--- config.mk ---
export PLATFORM = sky130hd
export DESIGN_NAME = slon_patgen
export DESIGN_NICKNAME = d
export VERILOG_FILES = /design/src/rtl/slon_patgen.sv
export SDC_FILE = /design/constraint.sdc
export NUM_CORES = 1
export LEC_CHECK = 0
export ABC_AREA = 1
export BUFFER_PORTS_ARGS = -buffer_cell sky130_fd_sc_hd__buf_2
export CELL_PAD_IN_SITES_DETAIL_PLACEMENT = 0
export CELL_PAD_IN_SITES_GLOBAL_PLACEMENT = 1
export CORE_ASPECT_RATIO = 2
export CORE_MARGIN = 4
export CORE_UTILIZATION = 40
export CTS_CLUSTER_SIZE = 16
export DETAILED_ROUTE_END_ITERATION = 12
export PLACE_DENSITY = 0.68
export SETUP_SLACK_MARGIN = 0.15
export SLEW_MARGIN = 20
export SYNTH_ARGS = -nofsm -noshare
export SYNTH_HDL_FRONTEND = slang
export SYNTH_SLANG_ARGS = --single-unit
--- constraint.sdc ---
create_clock -name clk -period 3.54 [get_ports clk]
set_clock_uncertainty 0.15 [all_clocks]
set_input_delay 0.177 -clock clk [delete_from_list [all_inputs] [get_ports clk]]
set_output_delay 0.177 -clock clk [all_outputs]
set_load 0.03 [all_outputs]
--- src/rtl/slon_patgen.sv ---
// Pattern generator: divided out_clk plus one counter/table/LFSR sample per out_clk period.
// Optional even-parity output dout_par is enabled by defining SLON_PATGEN_PARITY_EN.
module slon_patgen #(
  parameter int unsigned DOUT_WIDTH  = 8,
  parameter int unsigned CLK_FACTOR  = 10,
  parameter int unsigned ADDR_WIDTH  = 4,
  parameter int unsigned BURST_WIDTH = 16
) (
  input  logic                   clk,
  input  logic                   rst_n,
  input  logic                   enable,
  input  logic                   start,
  input  logic                   stop,
  input  logic [1:0]             mode,
  input  logic [BURST_WIDTH-1:0] burst_len,
  input  logic                   tbl_we,
  input  logic [ADDR_WIDTH-1:0]  tbl_addr,
  input  logic [DOUT_WIDTH-1:0]  tbl_din,
  output logic                   out_clk,
  output logic [DOUT_WIDTH-1:0]  dout,
`ifdef SLON_PATGEN_PARITY_EN
  output logic                   dout_par,
`endif
  output logic                   dout_valid,
  output logic                   busy,
  output logic                   done
);

  localparam int unsigned CNT_WIDTH = (CLK_FACTOR > 2) ? $clog2(CLK_FACTOR) : 1;
  localparam int unsigned DEPTH     = 1 << ADDR_WIDTH;
  localparam logic [CNT_WIDTH-1:0] CNT_HALF = CNT_WIDTH'(CLK_FACTOR / 2 - 1);
  localparam logic [CNT_WIDTH-1:0] CNT_LAST = CNT_WIDTH'(CLK_FACTOR - 1);
  localparam logic [15:0]          LFSR_SEED = 16'h0001;

  typedef enum logic {
    IDLE = 1'b0,
    RUN  = 1'b1
  } state_t;

  state_t                 state;
  logic [CNT_WIDTH-1:0]   cnt;
  logic [ADDR_WIDTH-1:0]  ptr;
  logic [15:0]            lfsr;
  logic [BURST_WIDTH-1:0] bcnt;
  logic [BURST_WIDTH-1:0] blen_q;
  logic [1:0]             mode_q;

  logic [DOUT_WIDTH-1:0]  tbl [DEPTH];

  logic [ADDR_WIDTH-1:0]  ptr_nxt_c;
  logic [15:0]            lfsr_nxt_c;
  logic [BURST_WIDTH-1:0] bcnt_nxt_c;
  logic                   last_c;
  logic [DOUT_WIDTH-1:0]  sample0_c;
  logic [DOUT_WIDTH-1:0]  sample_nxt_c;

  // Pattern table: write port is independent of enable and state.
  always_ff @(posedge clk) begin
    if (tbl_we) begin
      tbl[tbl_addr] <= tbl_din;
    end
  end

  assign ptr_nxt_c  = ptr + ADDR_WIDTH'(1);
  assign lfsr_nxt_c = {lfsr[14:0], lfsr[15] ^ lfsr[13] ^ lfsr[12] ^ lfsr[10]};
  assign bcnt_nxt_c = bcnt + BURST_WIDTH'(1);
  assign last_c     = (blen_q != '0) && (bcnt_nxt_c == blen_q);

  // First sample uses the mode being latched; later samples use the latched mode.
  always_comb begin
    sample0_c = '0;
    case (mode)
      2'd1:    sample0_c = tbl[ADDR_WIDTH'(0)];
      2'd2:    sample0_c = LFSR_SEED[DOUT_WIDTH-1:0];
      default: sample0_c = '0;
    endcase
  end

  always_comb begin
    sample_nxt_c = '0;
    case (mode_q)
      2'd1:    sample_nxt_c = tbl[ptr_nxt_c];
      2'd2:    sample_nxt_c = lfsr_nxt_c[DOUT_WIDTH-1:0];
      default: sample_nxt_c = dout + DOUT_WIDTH'(1);
    endcase
  end

  // Control FSM, divider and registered outputs.
  always_ff @(posedge clk or negedge rst_n) begin
    if (!rst_n) begin
      state      <= IDLE;
      cnt        <= '0;
      ptr        <= '0;
      lfsr       <= LFSR_SEED;
      bcnt       <= '0;
      blen_q     <= '0;
      mode_q     <= '0;
      out_clk    <= 1'b0;
      dout       <= '0;
`ifdef SLON_PATGEN_PARITY_EN
      dout_par   <= 1'b0;
`endif
      dout_valid <= 1'b0;
      busy       <= 1'b0;
      done       <= 1'b0;
    end else if (!enable) begin
      dout_valid <= 1'b0;
      done       <= 1'b0;
    end else begin
      dout_valid <= 1'b0;
      done       <= 1'b0;
      case (state)
        IDLE: begin
          if (start && !stop) begin
            state      <= RUN;
            busy       <= 1'b1;
            mode_q     <= mode;
            blen_q     <= burst_len;
            cnt        <= '0;
            ptr        <= '0;
            lfsr       <= LFSR_SEED;
            bcnt       <= '0;
            out_clk    <= 1'b0;
            dout       <= sample0_c;
`ifdef SLON_PATGEN_PARITY_EN
            dout_par   <= ^sample0_c;
`endif
            dout_valid <= 1'b1;
          end
        end
        RUN: begin
          if (stop) begin
            state   <= IDLE;
            busy    <= 1'b0;
            out_clk <= 1'b0;
            cnt     <= '0;
          end else if (cnt == CNT_LAST) begin
            cnt     <= '0;
            out_clk <= 1'b0;
            if (last_c) begin
              // Final sample has had its full period; dout keeps it.
              state <= IDLE;
              busy  <= 1'b0;
              done  <= 1'b1;
            end else begin
              bcnt       <= bcnt_nxt_c;
              ptr        <= ptr_nxt_c;
              lfsr       <= lfsr_nxt_c;
              dout       <= sample_nxt_c;
`ifdef SLON_PATGEN_PARITY_EN
              dout_par   <= ^sample_nxt_c;
`endif
              dout_valid <= 1'b1;
            end
          end else begin
            cnt <= cnt + CNT_WIDTH'(1);
            if (cnt == CNT_HALF) begin
              out_clk <= 1'b1;
            end
          end
        end
        default: state <= IDLE;
      endcase
    end
  end

endmodule

**Yosys cells after proc, flatten, opt, wreduce, memory -nomap -nowiden**

Memories as Yosys holds them, arrays and structs flattened.
Index checks and enable logic that the tools add are counted.

- Bits in registers: 71
- RAM bits: 128
- Bits of input ports: 36
- Output and inout port bits: 12
- Logic and storage cells: 95
- Memories: 1

- $add $sub $neg: 4
- Equality and inequality tests: 14
- Mux-type cells: 51
- Bitwise gates (word level): 4
- Reductions and logical operators: 9

Memories:

| name | depth | bits a word | read ports | clocked after memory_dff | write ports | RTL line | source |
|---|---|---|---|---|---|---|---|
| tbl | 16 | 8 | 2 | 0 | 1 | 48 | `logic [DOUT_WIDTH-1:0] tbl [DEPTH];` |

Operators with widths:

| kind | number |
|---|---|
| two-way mux 16 bit | 8 |
| case mux 16 bit (2 select lines) | 2 |
| case mux 8 bit (2 select lines) | 3 |
| two-way mux 8 bit | 4 |
| two-way mux 4 bit | 6 |
| two-way mux 1 bit | 22 |
| adder 16 x 1 -> 16 bit (second input constant) | 1 |
| equality test 16 bit | 1 |
| case mux 4 bit (2 select lines) | 2 |
| nonzero test 16 bit | 1 |
| adder 4 x 1 -> 4 bit (second input constant) | 2 |
| adder 8 x 1 -> 8 bit (second input constant) | 1 |
| case mux 1 bit (2 select lines) | 4 |
| inequality test 2 bit (second input constant) | 3 |
| inequality test 3 x 2 -> 1 bit (second input constant) | 2 |
| AND reduction 3 bit | 2 |
| AND reduction 5 bit | 1 |
| equality test 2 x 1 -> 1 bit (second input constant) | 2 |
| equality test 2 bit (second input constant) | 2 |
| equality test 4 x 3 -> 1 bit (second input constant) | 1 |
| equality test 4 bit (second input constant) | 1 |
| inequality test 4 x 2 -> 1 bit (second input constant) | 1 |
| AND reduction 4 bit | 1 |
| bitwise XOR 1 bit | 3 |
| other kinds (5) | 6 |

**Longest topological paths before layout**

- Depth in word-level cells: 8
- Mapped depth: 18
- Mapped depth without buffers: 17

**Least setup slack after synthesis**

No wires, ideal clock.

- Kind: register to register
- From: register ptr[1]
- To: register dout[0]
- Setup time: 66 ps
- Arrival: 2010 ps
- Required time: 3324 ps
- Path slack: 1313 ps
- Stages on the path, launching flop included: 14
- Period minus slack after synthesis: 2227 ps
- Cells stage by stage: dfrtp_1 ha_1 xnor2_1 inv_1 clkbuf_1 o211ai_1 nand3_1 nand2_1 nand2_1 nand2_1 nand2_1 o31ai_1 nand3_1 nand2_1

- Word-level cells in the longest chain between the ends: 7

Ends and longest elaborated chain:

| what | RTL line | source |
|---|---|---|
| from (decl) | 42 | `logic [ADDR_WIDTH-1:0] ptr;` |
| from (signal assigned) | 147 | `ptr <= ptr_nxt_c;` |
| adder 4 x 1 -> 4 bit | 64 | `assign ptr_nxt_c = ptr + ADDR_WIDTH'(1);` |
| memory read (16 x 8 bit) | -- |  |
| case mux 8 bit (2 select lines) | 81 | `case (mode_q)` |
| two-way mux 8 bit | 140 | `if (last_c) begin` |
| two-way mux 8 bit | 137 | `end else if (cnt == CNT_LAST) begin` |
| two-way mux 8 bit | 132 | `if (stop) begin` |
| case mux 8 bit (2 select lines) | 112 | `case (state)` |
| to (signal assigned) | 124 | `dout <= sample0_c;` |
| to (signal assigned) | 149 | `dout <= sample_nxt_c;` |
| to (decl) | 20 | `output logic [DOUT_WIDTH-1:0] dout,` |

No other way between the ends. The select of a mux whose other input is x is not followed.
A chain may end at the register's enable or synchronous reset.

**Final worst setup path**

- From: register bcnt[0]
- To: register state

- Word-level cells in the longest chain between the ends: 7

Ends and longest elaborated chain:

| what | RTL line | source |
|---|---|---|
| from (decl) | 44 | `logic [BURST_WIDTH-1:0] bcnt;` |
| from (signal assigned) | 146 | `bcnt <= bcnt_nxt_c;` |
| adder 16 x 1 -> 16 bit | 66 | `assign bcnt_nxt_c = bcnt + BURST_WIDTH'(1);` |
| equality test 16 bit | 67 | `assign last_c = (blen_q != '0) && (bcnt_nxt_c == blen_q);` |
| logical AND 1 bit | 67 |  |
| two-way mux 1 bit | 140 |  |
| two-way mux 1 bit | 137 |  |
| two-way mux 1 bit | 132 |  |
| case mux 1 bit (2 select lines) | 112 |  |
| to (signal assigned) | 115 | `state <= RUN;` |
| to (signal assigned) | 133 | `state <= IDLE;` |
| to (signal assigned) | 142 | `state <= IDLE;` |
| to (decl) | 40 | `state_t state;` |

No other way between the ends.

==> impl_metrics.tcl <==
set metrics [dict create \
    endpoint_kind "register" \
    cts_setup_buffers 0 \
    die_h_um 227 \
    fin_crit_ps 2950 \
    numPortBuffers 47 \
    holdCritStartpoint "start" \
    grt_pass1_wl_mm 40.4 \
    place.gp.congestion 0.811 \
    drive_gt1_share_pct 10.8 \
    power_density_nw_per_um2 654 \
    utilization_pct 46.9 \
    synth_top_area_share_pct 40.2 \
    holdPathStages 7 \
    syn_nets 1092 \
    overflow 0 \
    cts_tree "yes" \
    initial_core_util_pct 40.8 \
    yosys_register_bits 199 \
    r2r_end "state$_DFFE_PN0P_" \
    ff_latch_area_sq_um 5620 \
    multiInputGateArea_sq_um 3430 \
    critPathLaunchType "register" \
    synth_area_leaders "edfxtp_1 40%, dfrtp_1 18%, nand2_1 10%, nand3_1 5.3%, nor2_1 5.1%" \
    async_flop_share_pct 35.7 \
    worstMarginPinSlew_ps 1100 \
    firstDrtPassIters 7 \
    route.detailed.drc 0 \
    synth_top_area_cell "edfxtp_1" \
    post-route-period-util_pct 83.2 \
    grt_max_degree 73 \
    fillers 2281 \
    syn_avg_cell_area_sq_um 9.14 \
    static-leakage-power_nw 4.67 \
    min_path_type "in2reg" \
    numCtsBuffers 17 \
    syn_inst 1046 \
    insertion_delay_ps 450 \
    cp_max_fo 6 \
    slew_viol_final 0 \
    io_pins 48 \
    grt_antenna_before_repair 0 \
    fmax_mhz 339 \
    hold_end "busy$_DFFE_PN0P_" \
    first_global_vias 7379 \
    drtIter0Drc 393 \
    clk_pin_slew_ps 70 \
    cts.path.max_buffers 2 \
    grt_usage_pct 19.8 \
    synth_flop_cell "edfxtp_1" \
    rsz0062_at_grt "false" \
    cts_resized 0 \
    cts_sinks 199 \
    h-tree-depth 4 \
    worstPathArrival_ps 3130 \
    max_cap_violations 0 \
    synth-edff-count 128 \
    r2r_slack_ps 590 \
    syn_area_sq_um 9560 \
    vias 7247 \
    seq_area_frac_synth_pct 58.8 \
    routed_wl_mm 25.1 \
    hold-worst-slack_ps 97.1 \
    syn_to_final_growth_pct 15.0 \
    yosysWarnings 0 \
    synth.distinct_cells 37 \
    hpwl_mm 17.7 \
    core_sq_um 23400 \
    finalHoldViolCount 0 \
    core.rowCount 79 \
    nets 1158 \
    clock-root-buffer "clkbuf_16" \
    dieArea_sq_um 26600 \
    worst-r2r-cell-count 15 \
    path_class "reg2reg" \
    cp.required_ps 3720 \
    diodes 0 \
    relSlewSlack_pct 26.2 \
    ant_nets 0 \
    die_x_um 117 \
    status "completed" \
    ir_worst_vdd_mv 0.406 \
    detail_route.wl_per_cell_um 17.8 \
    setup_tns_ps 0 \
    ys_top_cells_by_count "260 x nand2_1, 131 x nor2_1, 128 x edfxtp_1, 102 x nand3_1, 96 x o21ai_0" \
    viasPerCell 5.15 \
    synth.most_common_cell "nand2_1" \
    setup-violations-final 0 \
    r2r_start "bcnt[0]$_DFFE_PN0P_" \
]
## flip-flops by register name, indices dropped and copies added, names as in the netlist
signal	count
dout	8
done	1
state	1
ptr	4
dout_valid	1
blen_q	16
tbl	128
cnt	4
lfsr	16
bcnt	16
out_clk	1
busy	1
mode_q	2
## per-stage QoR
step                      cells  setup slack, ps  total power [mW]  instance area, sq um
after global routing       1408              390              7.69                 11000
after detailed placement   1346              655              5.33                 10100
after CTS                  1408              609              7.30                 11000
after global placement     1346              662              5.32                 10100
final                      1408              594              7.19                 11000
after floorplan            1046             1310              4.54                  9560
## how the worst max path moves through the flow
stage	startpoint	to	slack (ps)	cells after the start
3_5_place_dp	bcnt[0]$_DFFE_PN0P_	lfsr[7]$_DFFE_PN0P_	660	16
4_1_cts	bcnt[0]$_DFFE_PN0P_	state$_DFFE_PN0P_	610	15
6_report	bcnt[0]$_DFFE_PN0P_	state$_DFFE_PN0P_	590	15
5_1_grt	bcnt[0]$_DFFE_PN0P_	state$_DFFE_PN0P_	390	15
2_1_floorplan	ptr[1]$_DFFE_PN0P_	dout[0]$_DFFE_PN0P_	1310	13
3_3_place_gp	bcnt[0]$_DFFE_PN0P_	dout[7]$_DFFE_PN0P_	660	16
## cell families (layout without fill, tap and decap cells)
| family | count (synthesis) | after routing | synth area share, % |
|---|---|---|---|
| DFF | 199 | 199 | 58.8 |
| adders and majority gates | 10 | 10 | 1.31 |
| AOI/OAI and AO/OA | 154 | 154 | 8.98 |
| buffers and inverters | 137 | 216 | 5.84 |
| and+or+nand+nor | 533 | 533 | 23.7 |
| xor gates and xnor gates | 13 | 13 | 1.33 |
## layout make-up
| class | instances | area share [%] |
|---|---|---|
| Clock buffer | 17 | 3.87 |
| Timing Repair Buffer | 92 | 6.14 |
| Multi-Input combinational cell | 710 | 31.2 |
| Inverter | 92 | 3.14 |
| Sequential cell | 199 | 51.1 |
| Tap cell | 283 | 3.22 |
| Clock inverter | 15 | 1.31 |
## repair_timing
item,in CTS,in global routing
endpoints found under the hold margin,219,0
hold buffers,30,0
endpoints found under the setup margin,0,0
## routing by layer
layer	GRT usage (%)	vias to the layer above	routed length (um)
met5	0	-	0
met4	6.93	0	693
met3	3.84	28	580
met2	39.8	116	14600
met1	20.2	3467	9230
li1	-	3636	-
## power by group
part,internal (mW),switching [mW]
Combinational,0.819,1.62
Sequential,2.67,0.155
Clock,0.992,0.930
## placed cells by master (no fill, tap or decap), types with 2 or more instances in the layout
cell / netlist / routed
nand2_1: 260 / 260
nor2_1: 131 / 129
edfxtp_1: 128 / 128
nand3_1: 102 / 102
o21ai_0: 96 / 96
inv_1: 89 / 89
dfrtp_1: 70 / 69
buf_2: 8 / 46
dlygate4sd3_1: 0 / 30
o211ai_1: 25 / 25
a21oi_1: 19 / 19
clkbuf_16: 0 / 17
nand4_1: 16 / 16
buf_4: 0 / 14
ha_1: 10 / 10
o22ai_1: 8 / 8
nor3_2: 0 / 7
xor2_1: 6 / 6
xnor2_1: 6 / 6
nor2_2: 3 / 5
inv_6: 0 / 4
inv_8: 0 / 4
nor2_4: 3 / 3
nand2_2: 3 / 3
clkinv_2: 0 / 3
clkinv_1: 1 / 2
nor3_1: 9 / 2
nand2_4: 2 / 2
inv_2: 2 / 2
o21ai_1: 2 / 2
clkinvlp_4: 0 / 2
buf_12: 0 / 2
## critical path, cell delays in order (launching register included)
cell,delay (ps)
dfrtp_1,430
ha_1,230
nand2_2,110
nor2_4,200
nand2_1,80
nand2_1,80
nand2_1,80
nand2_1,90
nand2_1,50
inv_1,50
nand2_1,160
nor2_1,210
nand4_1,140
nand2_1,110
o211ai_1,80
dlygate4sd3_1,560
Note: power is estimated with default switching activity, not from simulation.
